### config.mk
export PLATFORM = sky130hd
export DESIGN_NAME = lab_g_reg_arbiter
export DESIGN_NICKNAME = d
export VERILOG_FILES = /design/src/rtl/lab_g_reg_arbiter.sv
export SDC_FILE = /design/constraint.sdc
export NUM_CORES = 1
export LEC_CHECK = 0
export ABC_AREA = 1
export CAP_MARGIN = 5
export CORE_UTILIZATION = 60
export DETAILED_ROUTE_END_ITERATION = 8
export DONT_BUFFER_PORTS = 1
export PLACE_DENSITY = 0.78
export SLEW_MARGIN = 5
export SYNTH_ARGS = -nofsm -noshare
export SYNTH_HDL_FRONTEND = slang
export SYNTH_SLANG_ARGS = --single-unit
### constraint.sdc
create_clock -name clk -period 1.6 [get_ports clk]
set_clock_uncertainty 0.1 [all_clocks]
set_input_delay 0.08 -clock clk [delete_from_list [all_inputs] [get_ports clk]]
set_output_delay 0.08 -clock clk [all_outputs]
set_load 0.05 [all_outputs]
### src/rtl/lab_g_reg_arbiter.sv
// Two-requester round-robin arbiter owning a shared data register.
// A grant lasts one GRANT cycle plus HOLD_CYCLES HOLD cycles.
module lab_g_reg_arbiter #(
  parameter int WIDTH       = 8,
  parameter int HOLD_CYCLES = 2
) (
  input  logic             clk,
  input  logic             rst,
  input  logic             req0,
  input  logic             req1,
  input  logic [WIDTH-1:0] d0,
  input  logic [WIDTH-1:0] d1,
  output logic             gnt0,
  output logic             gnt1,
  output logic [WIDTH-1:0] Q,
  output logic             owner,
  output logic             busy,
  output logic             done
);

  typedef enum logic [1:0] {
    IDLE,
    GRANT,
    HOLD
  } state_t;

  localparam logic [3:0] HOLD_N = 4'(HOLD_CYCLES);

  state_t           state_q, state_d;
  logic [3:0]       cnt_q, cnt_d;
  logic             sel_q, sel_d;
  logic             last_q, last_d;
  logic             own_q, own_d;
  logic [WIDTH-1:0] q_q, q_d;
  logic             gnt0_q, gnt0_d;
  logic             gnt1_q, gnt1_d;
  logic             busy_q, busy_d;
  logic             done_q, done_d;
  logic             sel_req;

  assign sel_req = sel_q ? req1 : req0;

  always_comb begin
    state_d = state_q;
    cnt_d   = cnt_q;
    sel_d   = sel_q;
    last_d  = last_q;
    own_d   = own_q;
    q_d     = q_q;
    done_d  = 1'b0;
    unique case (state_q)
      IDLE: begin
        unique case (1'b1)
          (req0 && req1): begin
            sel_d   = ~last_q;
            state_d = GRANT;
          end
          (req0 && !req1): begin
            sel_d   = 1'b0;
            state_d = GRANT;
          end
          (!req0 && req1): begin
            sel_d   = 1'b1;
            state_d = GRANT;
          end
          default: state_d = IDLE;
        endcase
      end
      GRANT: begin
        if (sel_req) begin
          q_d     = sel_q ? d1 : d0;
          own_d   = sel_q;
          last_d  = sel_q;
          cnt_d   = 4'd1;
          state_d = HOLD;
        end else begin
          state_d = IDLE;
        end
      end
      HOLD: begin
        if (cnt_q == HOLD_N) begin
          cnt_d   = 4'd0;
          done_d  = 1'b1;
          state_d = IDLE;
        end else begin
          cnt_d = cnt_q + 4'd1;
        end
      end
      default: state_d = IDLE;
    endcase
    // Grant and busy follow the next state so they stay registered.
    busy_d = (state_d != IDLE);
    gnt0_d = busy_d && !sel_d;
    gnt1_d = busy_d && sel_d;
  end

  always_ff @(posedge clk or posedge rst) begin
    if (rst) begin
      state_q <= IDLE;
      cnt_q   <= 4'd0;
      sel_q   <= 1'b0;
      last_q  <= 1'b1;
      own_q   <= 1'b0;
      q_q     <= '0;
      gnt0_q  <= 1'b0;
      gnt1_q  <= 1'b0;
      busy_q  <= 1'b0;
      done_q  <= 1'b0;
    end else begin
      state_q <= state_d;
      cnt_q   <= cnt_d;
      sel_q   <= sel_d;
      last_q  <= last_d;
      own_q   <= own_d;
      q_q     <= q_d;
      gnt0_q  <= gnt0_d;
      gnt1_q  <= gnt1_d;
      busy_q  <= busy_d;
      done_q  <= done_d;
    end
  end

  assign gnt0  = gnt0_q;
  assign gnt1  = gnt1_q;
  assign Q     = q_q;
  assign owner = own_q;
  assign busy  = busy_q;
  assign done  = done_q;

endmodule

==> results of run 1 <==
-- repair_timing --
item,in CTS,in global routing
endpoints found under the hold margin,33,0
setup endpoints to repair,0,0
hold buffers,19,0
gates resized for setup,0,0
-- cells by family after synthesis --
logic type	synth area share (%)
xor gates and xnor gates	0.8456
buffers and inverters	8.453
AOI/OAI and AO/OA	13.04
and+or+nand+nor	24.40
adders and majority gates	2.415
DFF	50.85
-- power breakdown --
part / switching (uW) / internal (uW)
clock network: 161 / 97.3
logic: 677 / 402
registers: 588 / 769
-- worst paths after layout --
check,endpoint,cells past startpoint,slack (ps)
max,Q[4]$_DFFE_PP0P_,5,200
min in group clk,last_q$_DFFE_PP1P_,2,390
min,Q[0]$_DFFE_PP0P_,3,130
min reg2reg,last_q$_DFFE_PP1P_,2,390
max in group asynchronous,last_q$_DFFE_PP1P_,3,1000
max reg2reg,Q[4]$_DFFE_PP0P_,5,200
-- worst max-delay path, cell delays in order (launching register included) --
cell and delay, ps:
dfrtp_1 400, buf_4 170, nand2_4 80, nand3_4 260
nand2_1 150, o21ai_0 100
-- flip-flops by register name, summed over array words and instances, names as in the netlist --
signal and count:
done 1, owner 1, sel_q 1, gnt0 1, cnt_q 4, state_q 2
gnt1 1, last_q 1, Q 8, busy 1
-- cell type report --
cell class / count / area (sq um)
clock buffers: 4 / 26.28
fillers: 95 / 291.5
inverters: 12 / 45.04
multi-input cells: 74 / 421.7
flip-flops and latches: 21 / 526.8
well taps: 16 / 20.02
repair buffers: 24 / 227.7
-- cell usage in the layout, fill, tap and decap left out, types with 5 or more instances in the layout --
cell,instances
inv_1,11
or2_2,8
o21ai_2,8
buf_4,5
nand3_1,6
dlygate4sd3_1,19
nand2_1,26
dfrtp_1,20
o21ai_0,11
-- synth_stat cells, types with 2 or more instances --
| cell type | count |
|---|---|
| nand2_1 | 26 |
| dfrtp_1 | 20 |
| inv_1 | 11 |
| o21ai_0 | 11 |
| o21ai_2 | 8 |
| or2_2 | 8 |
| nand3_1 | 6 |
| nor2_1 | 3 |
| buf_6 | 2 |
| ha_1 | 2 |
| nand2_2 | 2 |
| o21ai_1 | 2 |
-- per-stage QoR --
| step | util (%) | cell area, sq um |
|---|---|---|
| finish | 81.30 | 1267 |
| global route | 81.30 | 1267 |
| CTS | 81.30 | 1267 |
| detailed placement | 67.42 | 1051 |
| global placement | 67.42 | 1051 |
| floorplan | - | 1036 |
-- routing by layer --
metal | vias up | routed length [um] | global-route usage [%]
met5 | - | 0 | 0
met4 | 0 | 21 | 10.63
met3 | 2 | 114 | 3.333
met2 | 32 | 1086 | 44.78
met1 | 407 | 909 | 33.70
li1 | 403 | - | -
==> impl_results.md, run 1 <==
* Antenna Nets Post-Route at 0
* Dpl ws at around 250 ps
* # IOs at 33
* Via count at roughly 840
* Yosys cell types at 22
* PwrDens at 2127 nW/um^2
* Die ar. at 1897 sq um
* Clock Sinks at 21
* CP required at approximately 1700 ps
* Clk slew on worst S/H paths at about 120 ps
* RSZ-0062 raised after global routing: false
* Setup tns final at 0 ps
* Iteration-0 DRC Markers at 24
* Critical Path Fanout Max at 26
* Largest net degree at the start of global routing at 27
* Critical path type: register to register
* Core Area at 1559 sq um
* Headroom to the max-slew limit at 66.34%
* Worst Setup SP: sel_q$_DFF_PP0_
* TritonCTS Buffers at 3
* Root Buffer: clkbuf_4
* NumNets Final at between 150 and 200
* Vias in the first global route at roughly 830
* Num rows at 14
* # diodes at 0
* Htree depth at 1
* Max Root-Sink Buffers at 2
* Final setup fails at 0
* Worst hold path type: input port to asynchronous set/reset pin
* Maxcap violations at 0
* I/O Buffers at 0
* Layout cell share with drive strength beyond 1 at 23.70%
* PnR worst setup slack at 204.1 ps
* Mapped Area at 1036 sq um
* Share of flip-flops with an asynchronous set or reset at 100.0%
* Status: finished with violations
* Overall Global Routing Usage at 26.24%
* Detailed Place HPWL at 1244 um
* Peak Freq at 716.4 MHz
* Overall die width at 43.56 um
* Total Power at 2695 uW
* Starting Density at 66.45%
* Worst R2R Start: sel_q$_DFF_PP0_
* Worst vdd ir at 0.001470 V
* Crit end category: register
* Post-Layout Cell Count at 151
* Placed cell count at 128
* Post-CTS Setup Inserts at 0
* Violated checks: design-rule violations
* Skew-Pair Late Insertion Delay at ~310 ps
* Main synth FF type: dfrtp_1
* Synth Net Count at 133
* Ys Warns at 0
* LEAKAGE at 0.0006377 uW
* Total detailed-routing wirelength at 2133 um
* EDFF count, synth at 0
* GP Congestion at 0.7755
* Yosys top cell by area: dfrtp_1
* Post-route minimum period at 1396 ps
* Routed WL per cell at 14.13 um
* DIE HEIGHT at 43.56 um
* Cells taking the most area after synthesis: dfrtp_1, nand2_1, o21ai_2
* Top-area cell type share of the netlist area at 48.31%
* Initial antenna violation count at 0
* Synthesized area per cell at 9.333 sq um
* Via/cell ratio at 5.589
* Actual slew at the worst max-slew pin at between 500 and 600 ps
* Max Slew Vio Count at 0
* Worst setup SP type: register
* Global-route wire length before repair at 3594 um
* DRC viols at 2
* Register area share after synthesis at around half
* Critical path arrival at 1480 ps
* Flops & latches, synth at 21
* Hold slack at 128.5 ps
* First-pass DRT Iterations at 6
* Area grow syn2layout at 22.34%
* CTS tree: yes
* Post-Syn Instances at 111
* Overflow left after global routing at 0
* Final period util at 87.25%
* Endpoints failing hold at 0
No activity file was read; power rests on OpenSTA's default activity.
==> run 2: changes to the inputs <==
- PLACE_DENSITY: 0.78 -> 0.73
==> run 2 against run 1 <==
Compared with the run above: the run still ends with design-rule violations left; utilization is the same; first-iteration DRC count rose by 17%; cell count did not move; critical path type unchanged; largest cell class unchanged.
==> impl_results.md, run 2 (synthesis results as in run 1) <==
* Status: finished with violations
* Violated checks: design-rule violations
* Initial antenna violation count at 0 (unchanged)
* Setup tns final at 0 ps (unchanged)
* Post-CTS Setup Inserts at 0 (unchanged)
* # IOs at 33 (unchanged)
* Detailed Place HPWL at 1235 um (-0.70%)
* Htree depth at 1 (unchanged)
* Routed WL per cell at 14.60 um (+3.4%)
* Overflow left after global routing at 0 (unchanged)
* Largest net degree at the start of global routing at 27 (unchanged)
* Max Slew Vio Count at 0 (unchanged)
* Starting Density at 66.45% (unchanged)
* Comb power frac at 39.8% (-0.3 points)
* Skew-Pair Late Insertion Delay at 310 ps (about the same)
* Core Area at 1559 sq um (unchanged)
* Post-Layout Cell Count at 151 (unchanged)
* Critical Path Fanout Max at 26 (unchanged)
* Post-route minimum period at 1384 ps (-11.61 ps)
* Max Root-Sink Buffers at 2 (unchanged)
* TritonCTS Buffers at 3 (unchanged)
* Worst setup SP type: register
* Fill cell count at 106 (+12%)
* Most frequent cells in the layout: nand2_1, dfrtp_1, dlygate4sd3_1, inv_1, o21ai_0
* DIE HEIGHT at 43.56 um (unchanged)
* Critical path arrival at 1490 ps (about the same)
* Area grow syn2layout at 22.34% (unchanged)
* Actual slew at the worst max-slew pin at 488.0 ps (-16.85 ps)
* P_sw at 1423 uW (-0.24%)
* PwrDens at 2123 nW/um^2 (-0.17%)
* Layout cell share with drive strength beyond 1 at 23.70% (unchanged)
* DRC viols at 6 (+4)
* Peak Freq at 722.4 MHz (+0.84%)
* Die ar. at 1897 sq um (unchanged)
* Share of power burned in registers at 50.5% (+0.2 points)
* Worst hold path type: input port to asynchronous set/reset pin
* LEAKAGE at 0.0006377 uW (unchanged)
* RSZ-0062 raised after global routing: false
* Sw frac at 52.89% (about the same)
* Iteration-0 DRC Markers at 28 (+17%)
* Vias in the first global route at 850 (+2.0%)
* Overall Global Routing Usage at 26.96% (+0.72 points)
* Total detailed-routing wirelength at 2205 um (+3.4%)
* Critical path type: register to register
* Crit end category: register
* Endpoints failing hold at 0 (unchanged)
* Power share of the clock group at 9.7% (about the same)
* Num rows at 14 (unchanged)
* Via count at 827 (-2.0%)
* Clock Sinks at 21 (unchanged)
* # diodes at 0 (unchanged)
* Headroom to the max-slew limit at 67.46% (+1.1 points)
* CTS tree: yes
* Clk slew on worst S/H paths at 120 ps (about the same)
* Final period util at 86.52% (-0.73 points)
* Maxcap violations at 0 (unchanged)
* I/O Buffers at 0 (unchanged)
* Via/cell ratio at 5.477 (-2.0%)
* Overall die width at 43.56 um (unchanged)
* Reg2Reg Depth at 5 (unchanged)
* GP Congestion at 0.7621 (-1.7%)
* Global-route wire length before repair at 3629 um (+0.97%)
* Root Buffer: clkbuf_4
* NumNets Final at 158 (unchanged)
* CP required at 1700 ps (about the same)
* FF-to-FF End: cnt_q[3]$_DFFE_PP0P_
* Flop2flop setup slack at 220 ps (about the same)
* Commonest non-fill, non-tap cell in the layout: nand2_1
* Largest register FFs at 8 (unchanged)
* Worst R2R Start: sel_q$_DFF_PP0_
* First-pass DRT Iterations at 8 (+2)
* Worst vdd ir at 0.001576 V (+7.2%)
* Internal power at 1268 uW (about the same)
* Final setup fails at 0 (unchanged)
* Antenna Nets Post-Route at 0 (unchanged)
* Placed cell count at 128 (unchanged)
-- run 2: cell counts in the layout (fill, tap and decap cells not counted) --
No cell type changed its count.
-- run 2: metrics by stage --
step                hold WS, ps  worst slack [ps]  area, sq um  utilization [%]  power [uW]
global route              164.6             119.5         1267            81.30        2864
detailed placement       -84.04             252.2         1051            67.42        2380
floorplan                -44.21             419.2         1036                -        2219
CTS                       128.5             230.1         1267            81.30        2671
finish                    134.6             215.7         1267            81.30        2691
global placement         -88.02             282.7         1051            67.42        2331
-- run 2: layer usage --
| metal | global-route usage [%] | wire length (um) | vias up |
|---|---|---|---|
| li1 | - | - | 402 |
| met1 | 29.32 | 924 | 383 |
| met2 | 48.36 | 1135 | 37 |
| met3 | 5.417 | 96 | 5 |
| met4 | 15.00 | 49 | 0 |
| met5 | 0 | 0 | - |
-- run 2: how the worst max path moves through the flow --
stage / startpoint / end / slack, ps / cells past startpoint
floorplan: cnt_q[0]$_DFFE_PP0P_ / gnt1$_DFF_PP0_ / 420 / 7
global placement: sel_q$_DFF_PP0_ / cnt_q[3]$_DFFE_PP0P_ / 280 / 5
detailed placement: sel_q$_DFF_PP0_ / cnt_q[3]$_DFFE_PP0P_ / 250 / 5
CTS: sel_q$_DFF_PP0_ / cnt_q[3]$_DFFE_PP0P_ / 230 / 5
global route: sel_q$_DFF_PP0_ / Q[6]$_DFFE_PP0P_ / 120 / 4
finish: sel_q$_DFF_PP0_ / cnt_q[3]$_DFFE_PP0P_ / 220 / 5
-- run 2: what timing repair did --
action                                 in CTS  in global routing
endpoints found under the hold margin      34                  0
resized for setup                           0                  0
hold buffers                               19                  0
-- run 2: area by class of cell --
| class | instances | area (sq um) | area share, % |
|---|---|---|---|
| Clock buffer | 4 | 26.28 | 2.073 |
| Inverter | 12 | 45.04 | 3.554 |
| Multi-Input combinational cell | 74 | 421.7 | 33.27 |
| Sequential cell | 21 | 526.8 | 41.56 |
| Tap cell | 16 | 20.02 | 1.579 |
| Timing Repair Buffer | 24 | 227.7 | 17.97 |
-- run 2: critical path: stages, from the launching register on --
cell,delay (ps)
dfrtp_1,390
buf_4,170
nand2_4,80
nand3_4,280
nand2_1,170
o21ai_0,80
-- run 2: power by group through the flow --
stage	registers (uW)	clock network (uW)	logic (uW)
global route	1380	285	1200
finish	1360	261	1070
CTS	1350	263	1050
global placement	1360	0	976
floorplan	1420	0	798
detailed placement	1370	0	1010
==> run 3: changes to the inputs <==
- ABC_AREA: 1 -> 0
- CORE_UTILIZATION: 60 -> 59
- PLACE_DENSITY: 0.73 -> 0.72
- SLEW_MARGIN: 5 -> 20
==> run 3 against run 2 <==
Compared with the run above: the flow now finishes without violations; via count decreased by 4.1%; non-clock buffer count unchanged; maximum frequency decreased by 7.5%; critical path depth decreased by 2; critical path type unchanged; largest cell class unchanged; largest power group unchanged.
==> impl_results.md, run 3 <==
* DIE HEIGHT at 43.06 um (-1.1%)
* Peak Freq at 668.5 MHz (-7.5%)
* Synth cell count leaders: a21oi_1, dfrtp_1, mux2i_1
* Initial antenna violation count at 0 (unchanged)
* Area grow syn2layout at 25.16%
* LEAKAGE at 0.0005674 uW (-11%)
* # diodes at 0 (unchanged)
* Die ar. at 1854 sq um (-2.3%)
* Via count at 793 (-4.1%)
* Critical path's largest stage delay at 420 ps (+30 ps)
* Worst hold path type: input port to register
* Max Root-Sink Buffers at 2 (unchanged)
* Headroom to the max-slew limit at 65.02% (-2.4 points)
* Final period util at 93.49% (+7.0 points)
* I/O Buffers at 0 (unchanged)
* Layout cell share with drive strength beyond 1 at 12.93% (-11 points)
* Commonest non-fill, non-tap cell in the layout: a21oi_1
* Core Area at 1541 sq um (-1.1%)
* Crit end category: register
* NumNets Final at 139 (-12%)
* GP Congestion at 0.7263 (-4.7%)
* Flops & latches, synth at 21 (unchanged)
* Global-route wire length before repair at 3663 um (+0.94%)
* # IOs at 33 (unchanged)
* Post-Layout Cell Count at 132 (-13%)
* Critical path arrival at 1600 ps (+110 ps)
* Largest register FFs at 8 (unchanged)
* Synthesized area per cell at 10.81 sq um (+16%)
* Via/cell ratio at 6.008 (+9.7%)
* Iteration-0 DRC Markers at 19 (-32%)
* EDFF count, synth at 0 (unchanged)
* Worst vdd ir at 0.001392 V (-12%)
* Antenna Nets Post-Route at 0 (unchanged)
* CP required at 1710 ps (about the same)
* Largest net degree at the start of global routing at 13 (-52%)
* Post-CTS Setup Inserts at 0 (unchanged)
* CTS tree: yes
* Critical Path Fanout Max at 11 (-58%)
* Top-count cell post-synth: a21oi_1
* Most frequent cells in the layout: a21oi_1, dfrtp_1, dlygate4sd3_1, mux2i_1
* Overall Global Routing Usage at 28.31% (+1.4 points)
* Maxcap violations at 0 (unchanged)
* Cell area after layout at 1245 sq um (-1.8%)
* Post-route minimum period at 1496 ps (+111.6 ps)
* Clk slew on worst S/H paths at 120 ps (about the same)
* Storage cell area at 526.8 sq um (unchanged)
* Status: completed
* Cells taking the most area after synthesis: dfrtp_1, a21oi_1, mux2i_1
* Num rows at 14 (unchanged)
* Final setup fails at 0 (unchanged)
* Htree depth at 1 (unchanged)
* Mapped Area at 994.7 sq um (-4.0%)
* Yosys top cell by area: dfrtp_1
* Actual slew at the worst max-slew pin at 524.8 ps (+36.73 ps)
* Starting Density at 64.53% (-1.9 points)
* Vias in the first global route at 812 (-4.5%)
* PwrDens at 2092 nW/um^2 (-1.5%)
* Multi-input logic area at 421.7 sq um (unchanged)
* Setup tns final at 0 ps (unchanged)
* Root Buffer: clkbuf_4
* Detailed Place HPWL at 1316 um (+6.5%)
* Area post-placement at 1026 sq um (-2.4%)
* Hold slack at 7.702 ps (-126.9 ps)
* Critical path type: register to register
* Clock Sinks at 21 (unchanged)
* Synth Net Count at 114 (-14%)
* Worst setup SP type: register
* Crit path max-delay cell type: dfrtp_1
* Worst path bufs/invs at 0 (-1)
* Skew-Pair Late Insertion Delay at 310 ps (about the same)
* CP Cell Sequence: mux2_4, and2_1, o311ai_1
* Share of flip-flops with an asynchronous set or reset at 100.0% (unchanged)
* DRC viols at 0 (-6)
* Main synth FF type: dfrtp_1
* Routed WL per cell at 16.25 um (+11%)
* Max Slew Vio Count at 0 (unchanged)
* First-pass DRT Iterations at 4 (-4)
* Yosys cell types at 30 (+36%)
* RSZ-0062 raised after global routing: false
* TritonCTS Buffers at 3 (unchanged)
* Post-Syn Instances at 92 (-17%)
* Overall die width at 43.06 um (-1.1%)
* Fill cell count at 94 (-11%)
* Ys Warns at 0 (unchanged)
* Placed cell count at 109 (-15%)
* Register area share after synthesis at 52.96% (+2.1 points)
* Crit-path leading delay family: flip-flops
* Endpoints failing hold at 0 (unchanged)
* Overflow left after global routing at 0 (unchanged)
* Top-area cell type share of the netlist area at 50.31% (+2.0 points)
* Total detailed-routing wirelength at 2145 um (-2.7%)
==> run 3: routing by layer <==
layer  wire, um  up-vias  track usage, %  part of all wire [%]
li1           -      377               -                     -
met1        862      382           36.10                    40
met2       1130       27           44.55                    53
met3         97        7           5.957                   4.5
met4         55        0           16.36                   2.6
met5          0        -               0                     0
==> run 3: worst register-to-register path, stage by stage, from the launching register on <==
cell	delay [ps]
dfrtp_1	420
mux2_4	310
and2_1	300
o311ai_1	280
==> run 3: path summary, 6_finish.rpt <==
path / start / end / slack (ps) / depth (start not counted)
max reg2reg: sel_q$_DFF_PP0_ / cnt_q[2]$_DFFE_PP0P_ / 100 / 3
max in group asynchronous: rst / cnt_q[1]$_DFFE_PP0P_ / 820 / 3
max: sel_q$_DFF_PP0_ / cnt_q[2]$_DFFE_PP0P_ / 100 / 3
min: req0 / sel_q$_DFF_PP0_ / 8 / 3
min in group asynchronous: rst / Q[1]$_DFFE_PP0P_ / 80 / 2
min reg2reg: last_q$_DFFE_PP1P_ / last_q$_DFFE_PP1P_ / 460 / 2
==> run 3: logic make-up after synthesis <==
logic type	count (synthesis)	share of synthesized area, %
AO/OA/AOI/OAI	30	18.74
XOR/XNOR	1	0.8807
adder cells (fa/ha/maj)	2	2.515
buffers and inverters	10	4.905
flip-flops	21	52.96
multiplexers	9	9.560
AND/OR/NAND/NOR	19	10.44
==> run 3: per-stage QoR <==
stage / util, % / setup slack (ps) / total power (uW)
3_3_place_gp: 66.56 / 139.4 / 2262
5_1_grt: 80.76 / 41.40 / 2771
2_1_floorplan: - / 145.7 / 2103
4_1_cts: 80.60 / 88.55 / 2583
3_5_place_dp: 66.56 / 104.5 / 2298
6_report: 80.76 / 104.1 / 2605
==> run 3: power breakdown <==
part | total, uW | switching, uW | internal (uW)
Combinational | 904 | 497 | 407
Sequential | 1450 | 685 | 761
Clock | 255 | 157 | 97.3
Total | 2600 | 1340 | 1270
==> run 3: layout make-up <==
type                       instances  share of cell area (%)
timing repair buffer              24                   18.29
tap                               16                   1.608
inverter                           6                   1.809
sequential                        21                   42.31
multi-input combinational         61                   33.87
clock buffer                       4                   2.111
==> run 3: repair_timing <==
item / 4_1_cts / 5_1_grt
hold buffers: 19 / 0
endpoints found under the hold margin: 33 / 0
endpoints found under the setup margin: 0 / 5
gates resized for setup: 0 / 1
